## src/rtl/evm_pkg.sv

```systemverilog
// evm_pkg: shared widths, candidate count and FSM encoding
// for the EVM result reader (optional feature: EVM_READER_WINNER_EN).
package evm_pkg;

  localparam int NUM_CAND = 6;
  localparam int VOTE_W   = 8;
  localparam int TOTAL_W  = 11;
  localparam int IDX_W    = 3;

  typedef enum logic [2:0] {
    S_IDLE,
    S_ARM,
    S_PRESS,
    S_SETTLE,
    S_CAPTURE,
    S_FINISH
  } state_e;

  function automatic logic [NUM_CAND-1:0] cand_onehot(
    input logic [IDX_W-1:0] idx
  );
    return NUM_CAND'(1) << idx;
  endfunction

endpackage

```

## src/rtl/evm_reader_timer.sv

```systemverilog
// evm_reader_timer: loadable down-counter that stops at zero.
// Times the button hold and the post-release settle window.
module evm_reader_timer #(
  parameter int W = 4
) (
  input  logic         clock,
  input  logic         reset,
  input  logic         load,
  input  logic [W-1:0] load_val,
  output logic         zero
);

  logic [W-1:0] cnt_q;
  logic [W-1:0] cnt_d;

  // A load wins over counting; the count parks at zero.
  always_comb begin
    cnt_d = cnt_q;
    if (load) begin
      cnt_d = load_val;
    end else if (cnt_q != '0) begin
      cnt_d = cnt_q - W'(1);
    end
  end

  // Count register, synchronous active-high reset.
  always_ff @(posedge clock) begin
    if (reset) begin
      cnt_q <= '0;
    end else begin
      cnt_q <= cnt_d;
    end
  end

  assign zero = (cnt_q == '0);

endmodule

```

## src/rtl/evm_result_reader.sv

```systemverilog
// evm_result_reader: presses each candidate button in result mode and
// captures the six tallies. Define EVM_READER_WINNER_EN for winner outputs.
module evm_result_reader
  import evm_pkg::*;
#(
  parameter int HOLD_CYCLES   = 12,
  parameter int SETTLE_CYCLES = 2
) (
  input  logic                clock,
  input  logic                reset,
  input  logic                start,
  input  logic [VOTE_W-1:0]   result_in,
  output logic                mode_out,
  output logic [NUM_CAND-1:0] cand_btn,
  output logic                busy,
  output logic                tally_valid,
  output logic [IDX_W-1:0]    tally_idx,
  output logic [VOTE_W-1:0]   tally_data,
  output logic                done,
  output logic [TOTAL_W-1:0]  total
`ifdef EVM_READER_WINNER_EN
  ,
  output logic [IDX_W-1:0]    winner_idx,
  output logic [VOTE_W-1:0]   winner_votes
`endif
);

  localparam int MAX_CYC =
    (HOLD_CYCLES > SETTLE_CYCLES) ? HOLD_CYCLES : SETTLE_CYCLES;
  localparam int TW = $clog2(MAX_CYC + 1);
  localparam logic [TW-1:0] HOLD_LD   = TW'(HOLD_CYCLES - 1);
  localparam logic [TW-1:0] SETTLE_LD = TW'(SETTLE_CYCLES - 1);
  localparam logic [IDX_W-1:0] LAST_IDX = IDX_W'(NUM_CAND - 1);

  state_e              state_q, state_d;
  logic [IDX_W-1:0]    idx_q, idx_d;
  logic [TOTAL_W-1:0]  total_q, total_d;
  logic [VOTE_W-1:0]   tdata_q, tdata_d;
  logic [IDX_W-1:0]    tidx_q, tidx_d;
  logic                tv_q, tv_d;
  logic                done_q, done_d;
  logic                busy_q, busy_d;
  logic                mode_q, mode_d;
  logic [NUM_CAND-1:0] btn_q, btn_d;
`ifdef EVM_READER_WINNER_EN
  logic [IDX_W-1:0]    widx_q, widx_d;
  logic [VOTE_W-1:0]   wvot_q, wvot_d;
`endif

  logic          t_load;
  logic [TW-1:0] t_val;
  logic          t_zero;

  evm_reader_timer #(
    .W (TW)
  ) u_timer (
    .clock    (clock),
    .reset    (reset),
    .load     (t_load),
    .load_val (t_val),
    .zero     (t_zero)
  );

  // Next-state and next-output logic; outputs follow the next state
  // so mode and buttons change on the same edge as the FSM.
  always_comb begin
    state_d = state_q;
    idx_d   = idx_q;
    total_d = total_q;
    tdata_d = tdata_q;
    tidx_d  = tidx_q;
    tv_d    = 1'b0;
    done_d  = 1'b0;
    t_load  = 1'b0;
    t_val   = '0;
`ifdef EVM_READER_WINNER_EN
    widx_d  = widx_q;
    wvot_d  = wvot_q;
`endif
    unique case (state_q)
      S_IDLE: begin
        if (start) begin
          state_d = S_ARM;
          idx_d   = '0;
          total_d = '0;
`ifdef EVM_READER_WINNER_EN
          widx_d  = '0;
          wvot_d  = '0;
`endif
        end
      end
      S_ARM: begin
        state_d = S_PRESS;
        t_load  = 1'b1;
        t_val   = HOLD_LD;
      end
      S_PRESS: begin
        if (t_zero) begin
          state_d = S_SETTLE;
          t_load  = 1'b1;
          t_val   = SETTLE_LD;
        end
      end
      S_SETTLE: begin
        if (t_zero) begin
          state_d = S_CAPTURE;
        end
      end
      S_CAPTURE: begin
        tdata_d = result_in;
        tidx_d  = idx_q;
        tv_d    = 1'b1;
        total_d = total_q + TOTAL_W'(result_in);
`ifdef EVM_READER_WINNER_EN
        if (result_in > wvot_q) begin
          widx_d = idx_q;
          wvot_d = result_in;
        end
`endif
        if (idx_q == LAST_IDX) begin
          state_d = S_FINISH;
        end else begin
          idx_d   = idx_q + IDX_W'(1);
          state_d = S_PRESS;
          t_load  = 1'b1;
          t_val   = HOLD_LD;
        end
      end
      S_FINISH: begin
        state_d = S_IDLE;
        done_d  = 1'b1;
      end
      default: begin
        state_d = S_IDLE;
      end
    endcase
    busy_d = (state_d != S_IDLE);
    mode_d = busy_d;
    btn_d  = (state_d == S_PRESS) ? cand_onehot(idx_d) : '0;
  end

  // FSM and registered outputs; reset aborts and releases buttons.
  always_ff @(posedge clock) begin
    if (reset) begin
      state_q <= S_IDLE;
      idx_q   <= '0;
      total_q <= '0;
      tdata_q <= '0;
      tidx_q  <= '0;
      tv_q    <= 1'b0;
      done_q  <= 1'b0;
      busy_q  <= 1'b0;
      mode_q  <= 1'b0;
      btn_q   <= '0;
`ifdef EVM_READER_WINNER_EN
      widx_q  <= '0;
      wvot_q  <= '0;
`endif
    end else begin
      state_q <= state_d;
      idx_q   <= idx_d;
      total_q <= total_d;
      tdata_q <= tdata_d;
      tidx_q  <= tidx_d;
      tv_q    <= tv_d;
      done_q  <= done_d;
      busy_q  <= busy_d;
      mode_q  <= mode_d;
      btn_q   <= btn_d;
`ifdef EVM_READER_WINNER_EN
      widx_q  <= widx_d;
      wvot_q  <= wvot_d;
`endif
    end
  end

  assign mode_out    = mode_q;
  assign cand_btn    = btn_q;
  assign busy        = busy_q;
  assign tally_valid = tv_q;
  assign tally_idx   = tidx_q;
  assign tally_data  = tdata_q;
  assign done        = done_q;
  assign total       = total_q;
`ifdef EVM_READER_WINNER_EN
  assign winner_idx   = widx_q;
  assign winner_votes = wvot_q;
`endif

endmodule

```

## config.mk

```make
export PLATFORM = sky130hd
export DESIGN_NAME = evm_result_reader
export DESIGN_NICKNAME = d
export VERILOG_FILES = /design/src/rtl/evm_pkg.sv /design/src/rtl/evm_reader_timer.sv /design/src/rtl/evm_result_reader.sv
export SDC_FILE = /design/constraint.sdc
export NUM_CORES = 1
export LEC_CHECK = 0
export CAP_MARGIN = 0
export CELL_PAD_IN_SITES_DETAIL_PLACEMENT = 0
export CELL_PAD_IN_SITES_GLOBAL_PLACEMENT = 1
export CORE_MARGIN = 5
export CORE_UTILIZATION = 30
export CTS_BUF_LIST = sky130_fd_sc_hd__clkbuf_4
export DETAILED_ROUTE_END_ITERATION = 12
export DONT_BUFFER_PORTS = 1
export PLACE_DENSITY = 0.55
export SLEW_MARGIN = 0
export SYNTH_ARGS = -nofsm -noshare
export SYNTH_HDL_FRONTEND = slang
export SYNTH_SLANG_ARGS = --single-unit
```

## constraint.sdc

```tcl
create_clock -name clock -period 2.3 [get_ports clock]
set_input_delay 0.46 -clock clock [delete_from_list [all_inputs] [get_ports clock]]
set_output_delay 0.46 -clock clock [all_outputs]
set_load 0.05 [all_outputs]
```

# Word level (Yosys, flattened, before mapping)
# Index checks and enable logic that the tools add are counted.
# op_classes
shift	1
n_eq_ne	8
bitwise	1
muxes	20
add_sub_neg	3
reduce_logical	8
# op_table
op	n
one-hot mux 11 bit (2 select lines)	1
two-way mux 3 bit	6
one-hot mux 3 bit (5 select lines)	1
two-way mux 4 bit	3
one-hot mux 4 bit (3 select lines)	1
adder 11 x 8 -> 11 bit	1
two-way mux 11 bit	1
equality test 3 x 2 -> 1 bit (second input constant)	3
equality test 3 bit (second input constant)	3
one-hot mux 3 bit (2 select lines)	1
left shift 1 x 3 -> 6 bit (first input constant)	1
two-way mux 1 bit	5
logical NOT 4 bit	1
nonzero test 2 bit	2
nonzero test 4 bit	1
subtractor 4 x 1 -> 4 bit (second input constant)	1
adder 3 x 1 -> 3 bit (second input constant)	1
equality test 3 x 1 -> 1 bit (second input constant)	1
logical NOT 3 bit	1
one-hot mux 1 bit (3 select lines)	1
nonzero test 3 bit	1
!= test 2 bit (second input constant)	1
AND reduction 2 bit	1
OR reduction 2 bit	1
inverter 1 bit	1
# totals
regBits	41
word_cells	51
inputBits	11

# Logic depth before layout (Yosys ltp)
# Gate-level depths: netlist of the first run.
# logic_depth
ltp_word	6
mapped_depth	7

# Modules after synthesis
# Synthesis of the first run repeated with hierarchy kept, for this count alone.
# hier_totals
hier_cells	243
hier_area_um2	2059.5
# by_module_without_submodules
module	instances	area_each_um2	cells_each	seq_area_each_um2
evm_result_reader	1	1830.5	219	740.7
evm_reader_timer	1	229.0	24	80.1

# Least setup slack after synthesis of the first run
# OpenSTA, ideal clock, no wires.
# synth_path
kind	register to register
start	register total_q[0] (netlist: total[0])
end	register total_q[10] (netlist: total[10])
stages_incl_launch_ff	8
t_required_ns	2.179
synth_period_minus_slack_ns	2.206
setup_slack_ns	0.094
arrival_time_ns	2.085
setup_time_ns	0.121
cell_sequence	dfxtp_1 -> ha_1 -> fa_1 -> a21o_1 -> a21oi_1 -> o31ai_1 -> nand4_1 -> mux2_2
# synth_between
elab_chain_len	2
# synth_rtl
element	line	source
start: declaration	evm_result_reader.sv:37	logic [TOTAL_W-1:0] total_q, total_d;
start signal: assignment	evm_result_reader.sv:162	total_q <= total_d;
adder 11 x 8 -> 11 bit	evm_result_reader.sv:113	total_d = total_q + TOTAL_W'(result_in);
one-hot mux 11 bit (2 select lines)	evm_result_reader.sv:80	unique case (state_q)
# Every way passes these cells.
# A chain may end at the register's enable or synchronous reset.

# Final worst setup path of the first run
# Same ends and word-level chain as after synthesis.

==> results of run 1 <==
==> worst max-delay path, delay by kind of cell (launching register included) <==
| kind | cells | cell delay [ns] |
|---|---|---|
| flops | 1 | 0.34 |
| mux | 1 | 0.34 |
| compound gates | 3 | 0.61 |
| fa+ha+maj | 2 | 0.61 |
| simple gates | 1 | 0.12 |
==> cell usage in the layout, fill, tap and decap left out, types with 2 or more instances in the layout <==
| cell | synthesis | final |
|---|---|---|
| a21o_1 | 4 | 4 |
| a21oi_1 | 33 | 33 |
| a22oi_1 | 5 | 5 |
| buf_4 | 2 | 15 |
| clkbuf_4 | 0 | 5 |
| clkinv_1 | 0 | 2 |
| dfxtp_1 | 41 | 41 |
| ha_1 | 11 | 11 |
| inv_1 | 5 | 5 |
| mux2i_1 | 2 | 2 |
| nand2_1 | 32 | 32 |
| nand2b_1 | 6 | 6 |
| nand3_1 | 4 | 4 |
| nand3b_1 | 3 | 3 |
| nand4_1 | 3 | 3 |
| nor2_1 | 16 | 16 |
| nor2b_1 | 2 | 2 |
| nor3_1 | 4 | 4 |
| nor3b_1 | 2 | 2 |
| o21a_1 | 2 | 2 |
| o21ai_0 | 6 | 6 |
| o21bai_1 | 2 | 2 |
| o22a_1 | 2 | 2 |
| o32a_1 | 2 | 2 |
| or3_1 | 4 | 4 |
| or3b_1 | 2 | 2 |
| xnor2_1 | 3 | 3 |
| xor2_1 | 2 | 2 |
==> logic make-up (layout without fill, tap and decap cells) <==
| family | after synthesis | count (layout) |
|---|---|---|
| AO/OA/AOI/OAI | 67 | 67 |
| XOR/XNOR | 5 | 5 |
| adder cells (fa/ha/maj) | 12 | 12 |
| buffers and inverters | 19 | 28 |
| flip-flops | 41 | 41 |
| multiplexers | 3 | 3 |
| AND/OR/NAND/NOR | 86 | 86 |
==> worst max-delay path by stage <==
| stage | to | slack, ns |
|---|---|---|
| after global routing | total[10]$_SDFFE_PP0P_ | 0.05 |
| final | total[10]$_SDFFE_PP0P_ | 0.20 |
| after global placement | total[10]$_SDFFE_PP0P_ | 0.06 |
| after floorplan | total[10]$_SDFFE_PP0P_ | 0.09 |
| after CTS | total[10]$_SDFFE_PP0P_ | 0.19 |
| after detailed placement | total[10]$_SDFFE_PP0P_ | 0.04 |
==> per-layer routing <==
layer | global-route usage (%) | share of wire (%) | vias to the layer above
li1 | - | - | 842
met1 | 15.4 | 45 | 760
met2 | 21.3 | 49 | 25
met3 | 3.20 | 4.7 | 5
met4 | 3.71 | 0.86 | 0
met5 | 0 | 0 | -
==> stage by stage <==
step	utilization [%]	hold WS, ns
after floorplan	-	0.472
after global placement	32.6	0.510
after detailed placement	32.6	0.518
after CTS	33.3	0.139
after global routing	33.3	0.129
final	33.3	0.166
==> flip-flops by register name, summed over array words and instances (netlist names), 3 cells and up <==
signal	flops
idx_q	3
cand_btn	6
state_q	3
tally_idx	3
u_timer.cnt_q	4
total	11
tally_data	8
==> synthesized netlist by cell type, types with 2 or more instances <==
| cell type | count |
|---|---|
| nand4_1 | 3 |
| xnor2_1 | 3 |
| or3b_1 | 2 |
| a22oi_1 | 5 |
| o21ai_0 | 6 |
| dfxtp_1 | 41 |
| o21a_1 | 2 |
| buf_2 | 2 |
| a21o_1 | 4 |
| mux2i_1 | 2 |
| o21bai_1 | 2 |
| ha_1 | 11 |
| o22a_1 | 2 |
| nor3_1 | 4 |
| nor2b_1 | 2 |
| nand2_1 | 32 |
| nor2_1 | 16 |
| nand3_1 | 4 |
| inv_1 | 5 |
| clkbuf_1 | 9 |
| o32a_1 | 2 |
| nand2b_1 | 6 |
| xor2_1 | 2 |
| buf_4 | 2 |
| or3_1 | 4 |
| nor3b_1 | 2 |
| a21oi_1 | 33 |
| nand3b_1 | 3 |
==> area by class of cell <==
| type | count | area [µm²] |
|---|---|---|
| Fill cell | 731 | 4450 |
| Multi-Input combinational cell | 173 | 1120 |
| Sequential cell | 41 | 821 |
| Timing Repair Buffer | 15 | 113 |
| Tap cell | 80 | 100 |
| Clock buffer | 5 | 37.5 |
| Inverter | 5 | 18.8 |
| Clock inverter | 3 | 12.5 |
==> power groups by stage <==
| stage | clock (µW) | combinational (µW) | sequential (µW) |
|---|---|---|---|
| detailed placement | 0 | 362 | 840 |
| finish | 355 | 359 | 823 |
| global placement | 0 | 365 | 840 |
| CTS | 378 | 364 | 823 |
| global route | 405 | 408 | 834 |
| floorplan | 0 | 313 | 829 |
==> summary.md, run 1 <==
| Metric | Value |
|---|---|
| Pwr Total | around 1500 µW |
| Die width | slightly above 90 µm |
| Hold Crit Depth | 1 |
| Synth Area in XOR/XNOR | 2.16% |
| Setup crit start | total[0]$_SDFFE_PP0P_ |
| Setup CP Type | reg2reg |
| Pre-CTS setup slack | 0.0400 ns |
| Share of the synthesized area in the top cell type | slightly above 40% |
| Post-synth ARST share | 0% |
| Vias post-DR | 1632 |
| # placed instances | 314 |
| Clock skew | 0.0131 ns |
| Status | finished clean |
| Fmax | 0.476 GHz |
| Design Area, Final | 2230 µm² |
| Leak pwr | 0.000836 µW |
| Final ANT Viol Nets | 0 |
| Final period util | 91.4% |
| Starting Density | 30.3% |
| Crit-path max cell delay | 0.41 ns |
| Root Driver | clkbuf_4 |
| Row count | 30 |
| Register bit total from synthesis | 41 |
| Seq pwr share | a little over half |
| FF-to-FF Start | total[0]$_SDFFE_PP0P_ |
| Detail-routed via count per cell | 5.07 |
| IO Count | between 40 and 50 |
| Post_cts resized | 0 |
| Layout area overhead | 9.88% |
| Net Sw Frac | between 30% and 40% |
| Main synth FF type | dfxtp_1 |
| Startpoint types | register |
| Crit path max fanout | 3 |
| Setup TNS Final | 0 ns |
| Critical Path End Type | register |
| Final setup fails | 0 |
| Adder-Cell Fraction of Synth Area | 7.78% |
| Worst path slowest cell | fa_1 |
| Num CTS Buffers | 5 |
| Number of port buffers | 0 |
| Warnings from Yosys | 0 |
| DRC viols | 0 |
| First DRT Iteration DRCs | 40 |
| Hold Path End | u_timer.cnt_q[1]$_SDFFE_PP0P_ |
| Clk_lat worst skew | 0.34 ns |
| Final GP Congestion | 0.721 |
| Global-route wire length before repair | 8.40 mm |
| Final wirelength | 4.90 mm |
| Largest family of logic cells by synthesized area | compound AO/OA/AOI/OAI gates |
| Post-Synthesis Cells | 233 |
| Nets | 264 |
| Net Switching | 515 µW |
| Yosys top cell by area | dfxtp_1 |
| Number of global-route vias before repair | 1635 |
| Synth Area in Compound Gates | 22.2% |
| Clock Sinks | 41 |
| Synth area leaders | dfxtp_1 (40%), a21oi_1 (8.1%), ha_1 (6.8%) |
| CP required | 2.55 ns |
| Final WS setup | around 0.20 ns |
| CTS tree | built |
| Layout cell share with drive strength beyond 1 | 12.4% |
| Headroom to the max-slew limit | 60.8% |
| Ant diodes | 0 |
| Synth cell types | 50 |
| RSZ-0062 raised after global routing | false |
| Comb power frac | 23.4% |
| FF-to-FF End | total[10]$_SDFFE_PP0P_ |
| Initial antenna violation count | 0 |
| Maximum vdd ir drop | 0.000207 V |
| Area after DPL | 2180 µm² |
| Largest net degree at the start of global routing | 39 |
| Clock Tree Buf Depth | 2 |
| FF-to-FF path depth | 7 |
| Register area share after synthesis | 40.5% |
| Mux share of post-synthesis cell area | 1.54% |
| Synth Cell Area | 2030 µm² |
| Power density over cell area | 690 nW/µm² |
| Clock share of power | 23.1% |
| CTS clock-pin slew for the worst setup and hold paths | 0.13 ns |
| Post-synth EDFFs | 0 |
| Max Cap Violations | 0 |
| Syn Nets | around 260 |
| Core Box Area | 6680 µm² |
| Pint | 1020 µW |
| Avg Inst Size Synth | around 8.7 µm² |
| Total GRT Usage | between 10% and 20% |
| Setup Buffers After CTS | 0 |
| Final std cells w/o fill | approximately 320 |
| CTS Hold Bufs | 0 |
| Die height | approximately 92 µm |
| WL/cell | 15.2 µm |
| H-tree depth | 2 |
| DP HPWL | 3.58 mm |
| Final hold vios | 0 |
| CP Data Arrival Time | 2.35 ns |
| Minimum clock period | 2.10 ns |
| Die area | 8500 µm² |
| Max Slew Vio Count | 0 |
| HP Start | reset |
| Worst slew pin tran | 0.586 ns |
| Drt pass-1 iters | 4 |
| Post-synthesis simple-gate area fraction | 21.9% |
| Min-Delay Path Class | in2reg |
| Worst-path cell chain | ha_1 > fa_1 > a21o_1 > a21oi_1 > o31ai_1 > nand4_1 > mux2_2 |
| Grt total ovfl | 0 |
| Flop-to-flop setup slack | 0.20 ns |
(Power assumes the default switching activity.)
==> run 2: changes to the inputs <==
Clock period 2.3 ns to 2.4 ns, I/O delays scaled along.
==> summary.md, run 2 (same netlist as run 1, synthesis figures left out) <==
| Metric | Value |
|---|---|
| Status | finished clean |
| Final std cells w/o fill | 320 |
| Hold Path End | u_timer.cnt_q[1]$_SDFFE_PP0P_ |
| Maximum vdd ir drop | 0.000258 V |
| Final GP Congestion | 0.749 |
| Layout area overhead | 9.38% |
| Critical path's top delay family | adder cells |
| Starting Density | a little under a third |
| Critical Path End Type | register |
| FF-to-FF Start | total[0]$_SDFFE_PP0P_ |
| Drt pass-1 iters | 4 |
| FF-to-FF End | total[10]$_SDFFE_PP0P_ |
| Setup CP Type | reg2reg |
| # placed instances | 312 |
| Min-Delay Path Class | in2reg |
| Comb power frac | 22.8% |
| Net Sw Frac | 33.3% |
| Ant diodes | 0 |
| Register Area | between 800 and 900 µm² |
| Startpoint types | register |
| Worst-path cell chain | ha_1 > fa_1 > a21o_1 > a21oi_1 > o31ai_1 > nand4_1 > mux2_2 |
| Most frequent cells in the layout | dfxtp_1 (41), a21oi_1 (33), nand2_1 (32), nor2_1 (16), buf_4 (13) |
| Clk_lat worst skew | 0.35 ns |
| Power density over cell area | 669 nW/µm² |
| Clock Tree Buf Depth | 2 |
| Num CTS Buffers | 5 |
| DRC viols | 0 |
| IO Count | 43 |
| Final hold vios | 0 |
| Max reg flops | 11 |
| Core Box Area | ~6700 µm² |
| Net Switching | ~490 µW |
| Die area | 8500 µm² |
| Die width | approximately 92 µm |
| Final ANT Viol Nets | 0 |
| Footprint of the multi-input gates | between 1000 and 1500 µm² |
| H-tree depth | 2 |
| Worst slew pin tran | 0.910 ns |
| Flop-to-flop setup slack | roughly 0.32 ns |
| Final setup fails | 0 |
| Headroom to the max-slew limit | 39.1% |
| CP Data Arrival Time | 2.33 ns |
| Pint | around 990 µW |
| Layout cell share with drive strength beyond 1 | roughly 13% |
| Hold Crit Depth | 1 |
| DP HPWL | 3.61 mm |
| HP Start | reset |
| Seq pwr share | 53.2% |
| CTS tree | built |
| Final wirelength | 4.99 mm |
| Worst path slowest cell | fa_1 |
| CP required | 2.65 ns |
| # fillers | between 700 and 800 |
| CTS clock-pin slew for the worst setup and hold paths | around 0.13 ns |
| Clock Sinks | 41 |
| RSZ-0062 raised after global routing | false |
| Number of port buffers | 0 |
| Worst path bufs/invs | 0 |
| Root Driver | clkbuf_4 |
| WL/cell | 15.6 µm |
| Clock share of power | 24.0% |
| Max Slew Vio Count | 0 |
| Fmax | about 0.48 GHz |
| Vias post-DR | approximately 1600 |
| Leak pwr | approximately 0.00083 µW |
| Global-route wire length before repair | 8.50 mm |
| Post_cts resized | 0 |
| Largest net degree at the start of global routing | 39 |
| Number of global-route vias before repair | around 1700 |
| Minimum clock period | 2.08 ns |
| Nets | around 260 |
| First DRT Iteration DRCs | 68 |
| Clock skew | 0.00920 ns |
| Final period util | 86.7% |
| Setup TNS Final | 0 ns |
| Initial antenna violation count | 0 |
| Hold slack | 0.186 ns |
| Grt total ovfl | 0 |
| CTS Hold Bufs | 0 |
| Detail-routed via count per cell | 5.15 |
| Max Cap Violations | 0 |
| Crit path max fanout | 3 |
| Die height | just over 90 µm |
| Row count | 30 |
| Most common cell after layout, fill and taps aside | dfxtp_1 |
| Setup Buffers After CTS | 0 |
| Crit-path max cell delay | 0.41 ns |
| FF-to-FF path depth | 7 |
| Total GRT Usage | 12.5% |
[run 2: layout make-up]
class                      count  share of cell area [%]
clock buffer                   6                    2.03
clock inverter                 2                   0.451
inverter                       5                   0.846
multi-input combinational    173                    50.7
sequential                    41                    37.0
tap                           80                    4.51
timing repair buffer          13                    4.40
[run 2: power groups by stage]
stage,registers (µW),logic (µW),clock network (µW)
floorplan,794,300,0
global placement,806,339,0
detailed placement,805,339,0
CTS,789,341,381
global route,800,390,408
finish,789,338,356
[run 2: metrics by stage]
stage                     total power [µW]  area [µm²]  setup slack (ns)  util (%)
after floorplan                       1090        2030             0.194         -
after global placement                1150        2160             0.163      32.4
after detailed placement              1140        2160             0.139      32.4
after CTS                             1510        2220             0.315      33.2
after global routing                  1600        2220             0.173      33.2
final                                 1480        2220             0.318      33.2
[run 2: metal layers]
metal	GRT usage (%)	wire length [µm]
met2	20.8	2370
met5	0	0
met1	15.5	2310
met3	3.36	245
met4	4.46	60
[run 2: worst register-to-register path, stage by stage (launching register included)]
cell	delay [ns]
dfxtp_1	0.33
ha_1	0.20
fa_1	0.41
a21o_1	0.18
a21oi_1	0.25
o31ai_1	0.15
nand4_1	0.12
mux2_2	0.33
[run 2: worst max path at each step]
stage | startpoint | to | slack [ns] | cells past startpoint
2_1_floorplan | total[0]$_SDFFE_PP0P_ | total[10]$_SDFFE_PP0P_ | 0.19 | 7
3_3_place_gp | result_in[0] | total[10]$_SDFFE_PP0P_ | 0.16 | 7
3_5_place_dp | result_in[0] | total[10]$_SDFFE_PP0P_ | 0.14 | 7
4_1_cts | total[0]$_SDFFE_PP0P_ | total[10]$_SDFFE_PP0P_ | 0.31 | 7
5_1_grt | state_q[1]$_SDFF_PP0_ | cand_btn[4]$_SDFF_PP0_ | 0.17 | 5
6_report | total[0]$_SDFFE_PP0P_ | total[10]$_SDFFE_PP0P_ | 0.32 | 7
